<file path="config.mk">
export PLATFORM = sky130hd
export DESIGN_NAME = csel_pipe_adder
export DESIGN_NICKNAME = d
export VERILOG_FILES = /design/src/rtl/adder_pkg.sv /design/src/rtl/csel_pipe_adder_slice.sv /design/src/rtl/csel_pipe_adder.sv
export SDC_FILE = /design/constraint.sdc
export NUM_CORES = 1
export LEC_CHECK = 0
export BUFFER_PORTS_ARGS = -buffer_cell sky130_fd_sc_hd__buf_2
export CAP_MARGIN = 20
export CORE_ASPECT_RATIO = 1.4
export CORE_MARGIN = 2
export CORE_UTILIZATION = 62
export CTS_CLUSTER_DIAMETER = 60
export DETAILED_ROUTE_END_ITERATION = 10
export PLACE_DENSITY = 0.85
export SYNTH_ARGS = -nofsm -noshare
export SYNTH_HDL_FRONTEND = slang
export SYNTH_SLANG_ARGS = --single-unit
</file>
<file path="constraint.sdc">
create_clock -name clk_i -period 33.8 [get_ports clk_i]
set_clock_uncertainty 0.2 [all_clocks]
set_input_delay 3.38 -clock clk_i [delete_from_list [all_inputs] [get_ports clk_i]]
set_output_delay 3.38 -clock clk_i [all_outputs]
set_load 0.005 [all_outputs]
</file>
<file path="src/rtl/adder_pkg.sv">
// Shared definitions for the pipelined carry-select adder family:
// stage-count helper and the add/subtract op-mode encoding.
package adder_pkg;

   // Operation select values seen on sub_i.
   localparam logic OP_ADD = 1'b0;
   localparam logic OP_SUB = 1'b1;

   // Number of pipeline stages (one BLOCK_W slice resolved per stage).
   function automatic int nstage(input int width, input int block_w);
      return width / block_w;
   endfunction

endpackage

</file>
<file path="src/rtl/csel_pipe_adder_slice.sv">
// One carry-select slice: two ripple chains (carry-in 0 and carry-in 1)
// computed in parallel, then a 2:1 mux driven by the incoming carry.
// cmsb_o is the carry into the slice MSB, needed for signed overflow.
module csel_slice #(
   parameter int BLOCK_W = 16
) (
   input  logic [BLOCK_W-1:0] a_i,
   input  logic [BLOCK_W-1:0] b_i,
   input  logic               cin_sel_i,
   output logic [BLOCK_W-1:0] sum_o,
   output logic               cout_o,
   output logic               cmsb_o
);

   logic [BLOCK_W:0]   c0_s;
   logic [BLOCK_W:0]   c1_s;
   logic [BLOCK_W-1:0] s0_s;
   logic [BLOCK_W-1:0] s1_s;

   // Both speculative ripple chains, one assuming carry-in 0, one carry-in 1.
   always_comb begin
      c0_s    = '0;
      c1_s    = '0;
      s0_s    = '0;
      s1_s    = '0;
      c0_s[0] = 1'b0;
      c1_s[0] = 1'b1;
      for (int i = 0; i < BLOCK_W; i++) begin
         s0_s[i]   = a_i[i] ^ b_i[i] ^ c0_s[i];
         c0_s[i+1] = (a_i[i] & b_i[i]) | (c0_s[i] & (a_i[i] ^ b_i[i]));
         s1_s[i]   = a_i[i] ^ b_i[i] ^ c1_s[i];
         c1_s[i+1] = (a_i[i] & b_i[i]) | (c1_s[i] & (a_i[i] ^ b_i[i]));
      end
   end

   // Select the precomputed result matching the real carry-in.
   always_comb begin
      sum_o  = '0;
      cout_o = 1'b0;
      cmsb_o = 1'b0;
      if (cin_sel_i) begin
         sum_o  = s1_s;
         cout_o = c1_s[BLOCK_W];
         cmsb_o = c1_s[BLOCK_W-1];
      end else begin
         sum_o  = s0_s;
         cout_o = c0_s[BLOCK_W];
         cmsb_o = c0_s[BLOCK_W-1];
      end
   end

endmodule

</file>
<file path="src/rtl/csel_pipe_adder.sv">
// Pipelined carry-select adder/subtractor. Stage k resolves bits
// [k*BLOCK_W +: BLOCK_W]; operand bits not yet consumed and sum bits
// already resolved travel alongside. A single global stall (adv) freezes
// every stage when the output holds a result the consumer refuses.
module csel_pipe_adder
   import adder_pkg::*;
#(
   parameter int WIDTH   = 64,
   parameter int BLOCK_W = 16
) (
   input  logic             clk_i,
   input  logic             rst_i,
   input  logic             valid_i,
   output logic             ready_o,
   input  logic [WIDTH-1:0] a_i,
   input  logic [WIDTH-1:0] b_i,
   input  logic             sub_i,
   input  logic             cin_i,
   output logic             valid_o,
   input  logic             ready_i,
   output logic [WIDTH-1:0] sum_o,
   output logic             cout_o,
   output logic             ovf_o
);

   localparam int NSTAGE = nstage(WIDTH, BLOCK_W);

   // Reject configurations that cannot be split into whole slices.
   generate
      if ((BLOCK_W < 1) || (WIDTH % BLOCK_W != 0) || (NSTAGE < 1)) begin : g_bad_cfg
         $error("csel_pipe_adder: WIDTH must be a non-zero multiple of BLOCK_W");
      end
   endgenerate

   // Global advance and stage-0 operand transform.
   logic             adv_s;
   logic [WIDTH-1:0] b_eff_s;
   logic             c0_s;

   // Per-stage inputs (from the ports for stage 0, from the previous stage otherwise).
   logic [WIDTH-1:0] in_a_s   [NSTAGE];
   logic [WIDTH-1:0] in_b_s   [NSTAGE];
   logic [WIDTH-1:0] in_sum_s [NSTAGE];
   logic [NSTAGE-1:0] in_c_s;

   // Slice results.
   logic [NSTAGE-1:0][BLOCK_W-1:0] sl_sum_s;
   logic [NSTAGE-1:0]              sl_cout_s;
   logic [NSTAGE-1:0]              sl_cmsb_s;

   // Stage registers and their next-state values.
   logic [WIDTH-1:0]  a_q   [NSTAGE];
   logic [WIDTH-1:0]  b_q   [NSTAGE];
   logic [WIDTH-1:0]  sum_q [NSTAGE];
   logic [WIDTH-1:0]  a_d   [NSTAGE];
   logic [WIDTH-1:0]  b_d   [NSTAGE];
   logic [WIDTH-1:0]  sum_d [NSTAGE];
   logic [NSTAGE-1:0] carry_q;
   logic [NSTAGE-1:0] carry_d;
   logic [NSTAGE-1:0] valid_q;
   logic [NSTAGE-1:0] valid_d;
   logic              ovf_q;
   logic              ovf_d;

   // Operand bits below a slice are dead once resolved; gather them in one sink.
   logic unused_s;

   // Pipeline advances unless a finished result is waiting on the consumer.
   assign adv_s   = !valid_q[NSTAGE-1] || ready_i;
   assign ready_o = adv_s;
   assign valid_o = valid_q[NSTAGE-1];
   assign sum_o   = sum_q[NSTAGE-1];
   assign cout_o  = carry_q[NSTAGE-1];
   assign ovf_o   = ovf_q;

   // Subtraction is A + ~B + ~borrow; cin_i doubles as borrow-in.
   always_comb begin
      b_eff_s = b_i;
      c0_s    = cin_i;
      if (sub_i == OP_SUB) begin
         b_eff_s = ~b_i;
         c0_s    = ~cin_i;
      end else begin
         b_eff_s = b_i;
         c0_s    = cin_i;
      end
   end

   // Route each stage's inputs from the ports or from the preceding stage.
   always_comb begin
      in_c_s      = '0;
      in_a_s[0]   = a_i;
      in_b_s[0]   = b_eff_s;
      in_sum_s[0] = '0;
      in_c_s[0]   = c0_s;
      for (int k = 1; k < NSTAGE; k++) begin
         in_a_s[k]   = a_q[k-1];
         in_b_s[k]   = b_q[k-1];
         in_sum_s[k] = sum_q[k-1];
         in_c_s[k]   = carry_q[k-1];
      end
   end

   // One carry-select slice per stage.
   generate
      for (genvar k = 0; k < NSTAGE; k++) begin : g_stage
         csel_slice #(
            .BLOCK_W (BLOCK_W)
         ) u_slice (
            .a_i       (in_a_s[k][k*BLOCK_W +: BLOCK_W]),
            .b_i       (in_b_s[k][k*BLOCK_W +: BLOCK_W]),
            .cin_sel_i (in_c_s[k]),
            .sum_o     (sl_sum_s[k]),
            .cout_o    (sl_cout_s[k]),
            .cmsb_o    (sl_cmsb_s[k])
         );
      end
   endgenerate

   // Next-state: splice the freshly resolved slice into the travelling sum.
   always_comb begin
      valid_d    = '0;
      carry_d    = '0;
      valid_d[0] = valid_i && adv_s;
      ovf_d      = sl_cmsb_s[NSTAGE-1] ^ sl_cout_s[NSTAGE-1];
      for (int k = 0; k < NSTAGE; k++) begin
         a_d[k]                         = in_a_s[k];
         b_d[k]                         = in_b_s[k];
         sum_d[k]                       = in_sum_s[k];
         sum_d[k][k*BLOCK_W +: BLOCK_W] = sl_sum_s[k];
         carry_d[k]                     = sl_cout_s[k];
      end
      for (int k = 1; k < NSTAGE; k++) begin
         valid_d[k] = valid_q[k-1];
      end
   end

   // Stage registers: reset clears everything, otherwise load on advance and hold on stall.
   always_ff @(posedge clk_i) begin
      if (rst_i) begin
         valid_q <= '0;
         carry_q <= '0;
         ovf_q   <= 1'b0;
         for (int k = 0; k < NSTAGE; k++) begin
            a_q[k]   <= '0;
            b_q[k]   <= '0;
            sum_q[k] <= '0;
         end
      end else if (adv_s) begin
         valid_q <= valid_d;
         carry_q <= carry_d;
         ovf_q   <= ovf_d;
         for (int k = 0; k < NSTAGE; k++) begin
            a_q[k]   <= a_d[k];
            b_q[k]   <= b_d[k];
            sum_q[k] <= sum_d[k];
         end
      end
   end

   // Fold consumed operand bits together so they have a single reader.
   always_comb begin
      unused_s = 1'b0;
      for (int k = 0; k < NSTAGE; k++) begin
         unused_s = unused_s ^ (^a_q[k]) ^ (^b_q[k]);
      end
   end

endmodule

</file>
After elaboration in Yosys (flattened, before gate mapping):

Memory sizes are Yosys's and may differ from the RTL's.
Index checks and enable logic that the tools add are counted.

* add/sub/neg operators: 0
* bitwise operators: 511
* $lt $le $gt $ge: 0
* eq/ne operators: 0
* multipliers: 0
* divide/modulo/power cells: 0
* reduce and logical (&&, ||, !) cells: 3
* muxes and demuxes: 28
* shifts and indexed selects: 0

Operator list (number)
* $mux 64: 13
* $xor 1x1->1: 185
* $and 1x1->1: 184
* $or 1x1->1: 136
* $mux 16: 4
* $not 64->64: 1
* $mux 1: 11
* $not 1->1: 5
* $logic_and 1x1->1: 1
* $logic_not 1->1: 1
* $logic_or 1x1->1: 1

* memory bits (writable): 768
* bits in read-only memories: 0
* memories: 3
* bits in latches: 0
* bits in registers: 9
* bits of input ports: 134

Memory list
* a_q: words 4, width 64, read ports 3, clocked after Yosys merged registers in 0, write ports 4, line csel_pipe_adder.sv:52 `logic [WIDTH-1:0] a_q [NSTAGE];`
* b_q: words 4, width 64, read ports 3, clocked after Yosys merged registers in 0, write ports 4, line csel_pipe_adder.sv:53 `logic [WIDTH-1:0] b_q [NSTAGE];`
* sum_q: words 4, width 64, read ports 4, clocked after Yosys merged registers in 0, write ports 4, line csel_pipe_adder.sv:54 `logic [WIDTH-1:0] sum_q [NSTAGE];`

Logic depth before layout (Yosys ltp):

* depth in word-level cells: 35
* mapped depth: 28

Hierarchy:

A second synthesis with hierarchy kept.

* cell total of the unflattened synthesis: 1009
* area total of the unflattened synthesis: 15506.1 um2

By module, submodules not included
* csel_pipe_adder: area each 13844.5 um2, instances 1, cells an instance 857
* csel_slice: area each 415.4 um2, instances 4, cells an instance 38

Worst setup path after synthesis:

OpenSTA, ideal clock, no wires.

* path type: input-to-reg
* start: in rst_i
* end: mem a_q[1][36] (netlist: a_q[0][100]), enable pin
* path buffers: 1
* required time: 32.822 ns
* setup time: 0.778 ns
* data arrival time: 12.048 ns
* path slack: 20.774 ns
* stages: 2
* cells stage by stage: clkbuf_1 > nand2b_1

RTL lines
* from (decl): line csel_pipe_adder.sv:12 `input logic rst_i,`
* to (decl): line csel_pipe_adder.sv:52

==> results.md <==
- The flow ran to the end, and the final reports show no timing, DRC or antenna violations.
- In the final layout, the multi-input gates occupy 0.004210 mm^2.
- The worst hold path belongs to the class reg -> reg.
- The average instance area after synthesis is 15.71 um^2.
- The routed design could run at a clock period as short as 10460 ps.
- The library cell occupying the most area in the post-synthesis netlist is edfxtp_1.
- The data required time of the worst path is roughly 34000 ps.
- The initial antenna violation count is 0.
- The maximum level of the CTS H-tree is 2.
- Timing analysis after detailed placement gives a worst setup slack of approximately 23000 ps.
- The critical path data arrival time is 10520 ps.
- The worst-path cell with the longest stage delay is buf_4.
- The first-pass GRT wire length is about 38000 um.
- The CTS root buffer is clkbuf_16.
- The clock passes through at most 3 buffers.
- The die extent in x is 137.2 um.
- The per-cell routed wire length is 15.72 um.
- The maximum number of pins on one net before global-route repair is 114.
- The total leakage power is about 7.7 nW.
- Summed over all failing endpoints, the final setup total negative slack is 0 ps.
- In the final layout, flip-flops and latches occupy 0.01075 mm^2.
- Once the clock tree was built, the setup fixing pass inserted 0 buffers.
- In the synthesized netlist, the number of instances is between 900 and 1000.
- Max-cap violations in this run came to 0.
- The via count of the first global-routing pass is 7874.
- When the netlist entered floorplanning its net count stood at 1183.
- The period utilization is 30.95%.
- Sorting the synthesized cells by area gives the leading types as edfxtp_1 69%, and2_1 11%, fa_1 7.8%.
- For this run the aggregate overflow at the end of global routing stands at 0.
- Synthesis instantiated 24 different standard cells from the library.
- The dominant cell type by count on the critical path is fa_1.
- The remaining routing DRC violations is 0.
- The largest stage delay on the critical path is 810 ps.
- STA classifies the critical path startpoint as an input pin.
- The aggregate global-route resource usage is 19.10%.
- Power spread over the standard cell area amounts to 57.32 mW/mm^2.
- The starting density of the core is 62.67%.
- The capturing element type of the critical path is a flop.
- The final RePlAce weighted congestion is approximately 0.86.
- The cell area after synthesis is 0.01541 mm^2.
- Yosys printed 0 warnings.
- The worst path meets setup with 23340 ps of slack.
- The site row count is 68.
- The floorplan step defined a die boundary enclosing 0.02615 mm^2.
- The overall routed net length is 23840 um.
- The count of final setup violators is 0.
- Once placement finished, the instance area stood at 0.01658 mm^2.
- The power after layout is 0.001024 W.
- The number of ports placed on the die boundary is ~200.
- The worst pin sits at a relative slew slack of 26.13%.
- Leaving out fill and tap cells, the most frequent cell in the layout is edfxtp_1.
- The number of buffer cells added on primary ports is 201.
- The area share of the largest cell type after synthesis is 68.59%.
- The die extent in y is 190.5 um.
- In the final layout, the share of cells above drive strength 1 is 22.96%.
- The clock insertion delay at the later pin of the skew report is 500 ps.
- The number of pins with negative max-slew slack in the final report is 0.
- The number of storage elements in the synthesis netlist is about 360.
- For the pin with the worst max-slew slack, the measured transition is about 1100 ps.
- The count of nets left with antenna violations after detail routing is 0.
- The count of final hold-check violations is 0.
- In this run, placement finished with an instance count of 1454.
- The HPWL after detailed placement is between 10000 and 15000 um.
- IR analysis of the VDD net gives a maximum drop of 0.04351 mV.
- Counting the fill cells in the layout gives 1522.
- Using the TritonRoute via totals, the vias-per-cell ratio works out to around 5.0.
- The number of nets in the layout is 1378.
- The count of placed standard cells in the final layout, fillers left out is between 1500 and 2000.
- The quantity of hold-fixing buffers added after cts is 0.
- After the first detailed-routing iteration, the DRC count stood at 437.
- The part of the Yosys area used for sequential elements is 69.76%.
- Along the worst path, the maximum fanout reaches 65.
- Leaving out fill and tap cells, the most frequent cells in the layout are 352 x edfxtp_1, 283 x and2_1, 200 x buf_2.
- TritonCTS built the clock tree.
- The clock-pin slew reported for the worst setup and hold paths after clock tree synthesis is around 60 ps.
- The TritonCTS sink count is approximately 360.
- Setup repair after global routing left no endpoint under its margin.
- Before antenna repair, the detailed router went through 6 iterations.
- The area growth from synthesis to layout is 15.89%.
- In this run, post-CTS repair resized a total of 0 instances.
- In this run the standard cell core region covers between 0.02 and 0.025 mm^2.
- The number of vias in the routed layout is around 7600.
- After routing the design area is 0.01786 mm^2.
- Counting the buffers created by CTS gives 34.
- The number of antenna diodes in the final layout is 0.
- Based on the critical path, the design can be clocked at up to roughly 0.096 GHz.
- The startpoint-to-endpoint class of the critical path is in -> reg.
per-layer routing:
layer,track usage (%),part of all wire (%),vias up
li1,-,-,3653
met1,22.96,38,3675
met2,33.31,53,195
met3,3.668,5.2,55
met4,8.446,3.9,0
met5,0,0,-
report_power, final:
group          switching (W)  total [W]  internal (W)
Clock               0.000155   0.000418      0.000263
Sequential        0.00000955   0.000535      0.000526
Combinational      0.0000353  0.0000706     0.0000353
final timing paths:
kind | from | endpoint | slack (ps) | cells past startpoint
worst max-delay path | sub_i | sum_q[0][15] | 23340 | 27
worst min-delay path | valid_q[2] | valid_q[2] | 270 | 2
worst max register to register | a_q[0][176] | ovf_o | 26480 | 24
worst min register to register | valid_q[2] | valid_q[2] | 270 | 2
cells by family after synthesis:
group / share of synthesized area (%)
AO/OA/AOI/OAI: 0.4384
buffers and inverters: 3.012
XOR/XNOR: 3.979
AND/OR/NAND/NOR: 14.36
adder cells (fa/ha/maj): 8.444
flip-flops: 69.76
through the flow:
step | utilization [%] | hold slack [ps]
final | 72.63 | 270.9
after global routing | 72.63 | 299.8
after CTS | 72.55 | 273.4
after detailed placement | 67.44 | 256.7
after global placement | 67.44 | 238.7
after floorplan | - | 232.1
cell type report:
type                            instances  share of cell area (%)
Clock buffer                           43                   5.367
Clock inverter                         19                   1.660
Inverter                               46                  0.9809
Multi-Input combinational cell        525                   23.58
Sequential cell                       361                   60.20
Tap cell                              315                   2.207
Timing Repair Buffer                  208                   6.011
sequential cells by signal, indices dropped and copies added, names as in the netlist:
name     flops
a_q         96
b_q         96
valid_q      4
sum_q      160
ovf_o        1
carry_q      4
synth_stat cells:
master / number
nand2b_1: 2
inv_4: 1
buf_2: 11
and2_1: 283
nand2_1: 11
inv_1: 45
a211oi_1: 3
nor2b_4: 1
edfxtp_1: 352
xnor2_1: 64
o21ai_0: 1
buf_4: 4
nor2_1: 67
xor2_1: 6
ha_1: 8
buf_12: 1
clkbuf_4: 1
nor2_4: 11
dfxtp_1: 9
fa_1: 60
clkbuf_2: 27
clkbuf_1: 2
a21oi_1: 8
buf_6: 3
critical path: cells and delay by family:
| family | cells | cell delay, ps |
|---|---|---|
| AOI/OAI and AO/OA | 1 | 100 |
| xor gates and xnor gates | 1 | 250 |
| buffers and inverters | 7 | 1240 |
| adders and majority gates | 16 | 5330 |
| and+or+nand+nor | 2 | 190 |
(Power assumes the default switching activity.)
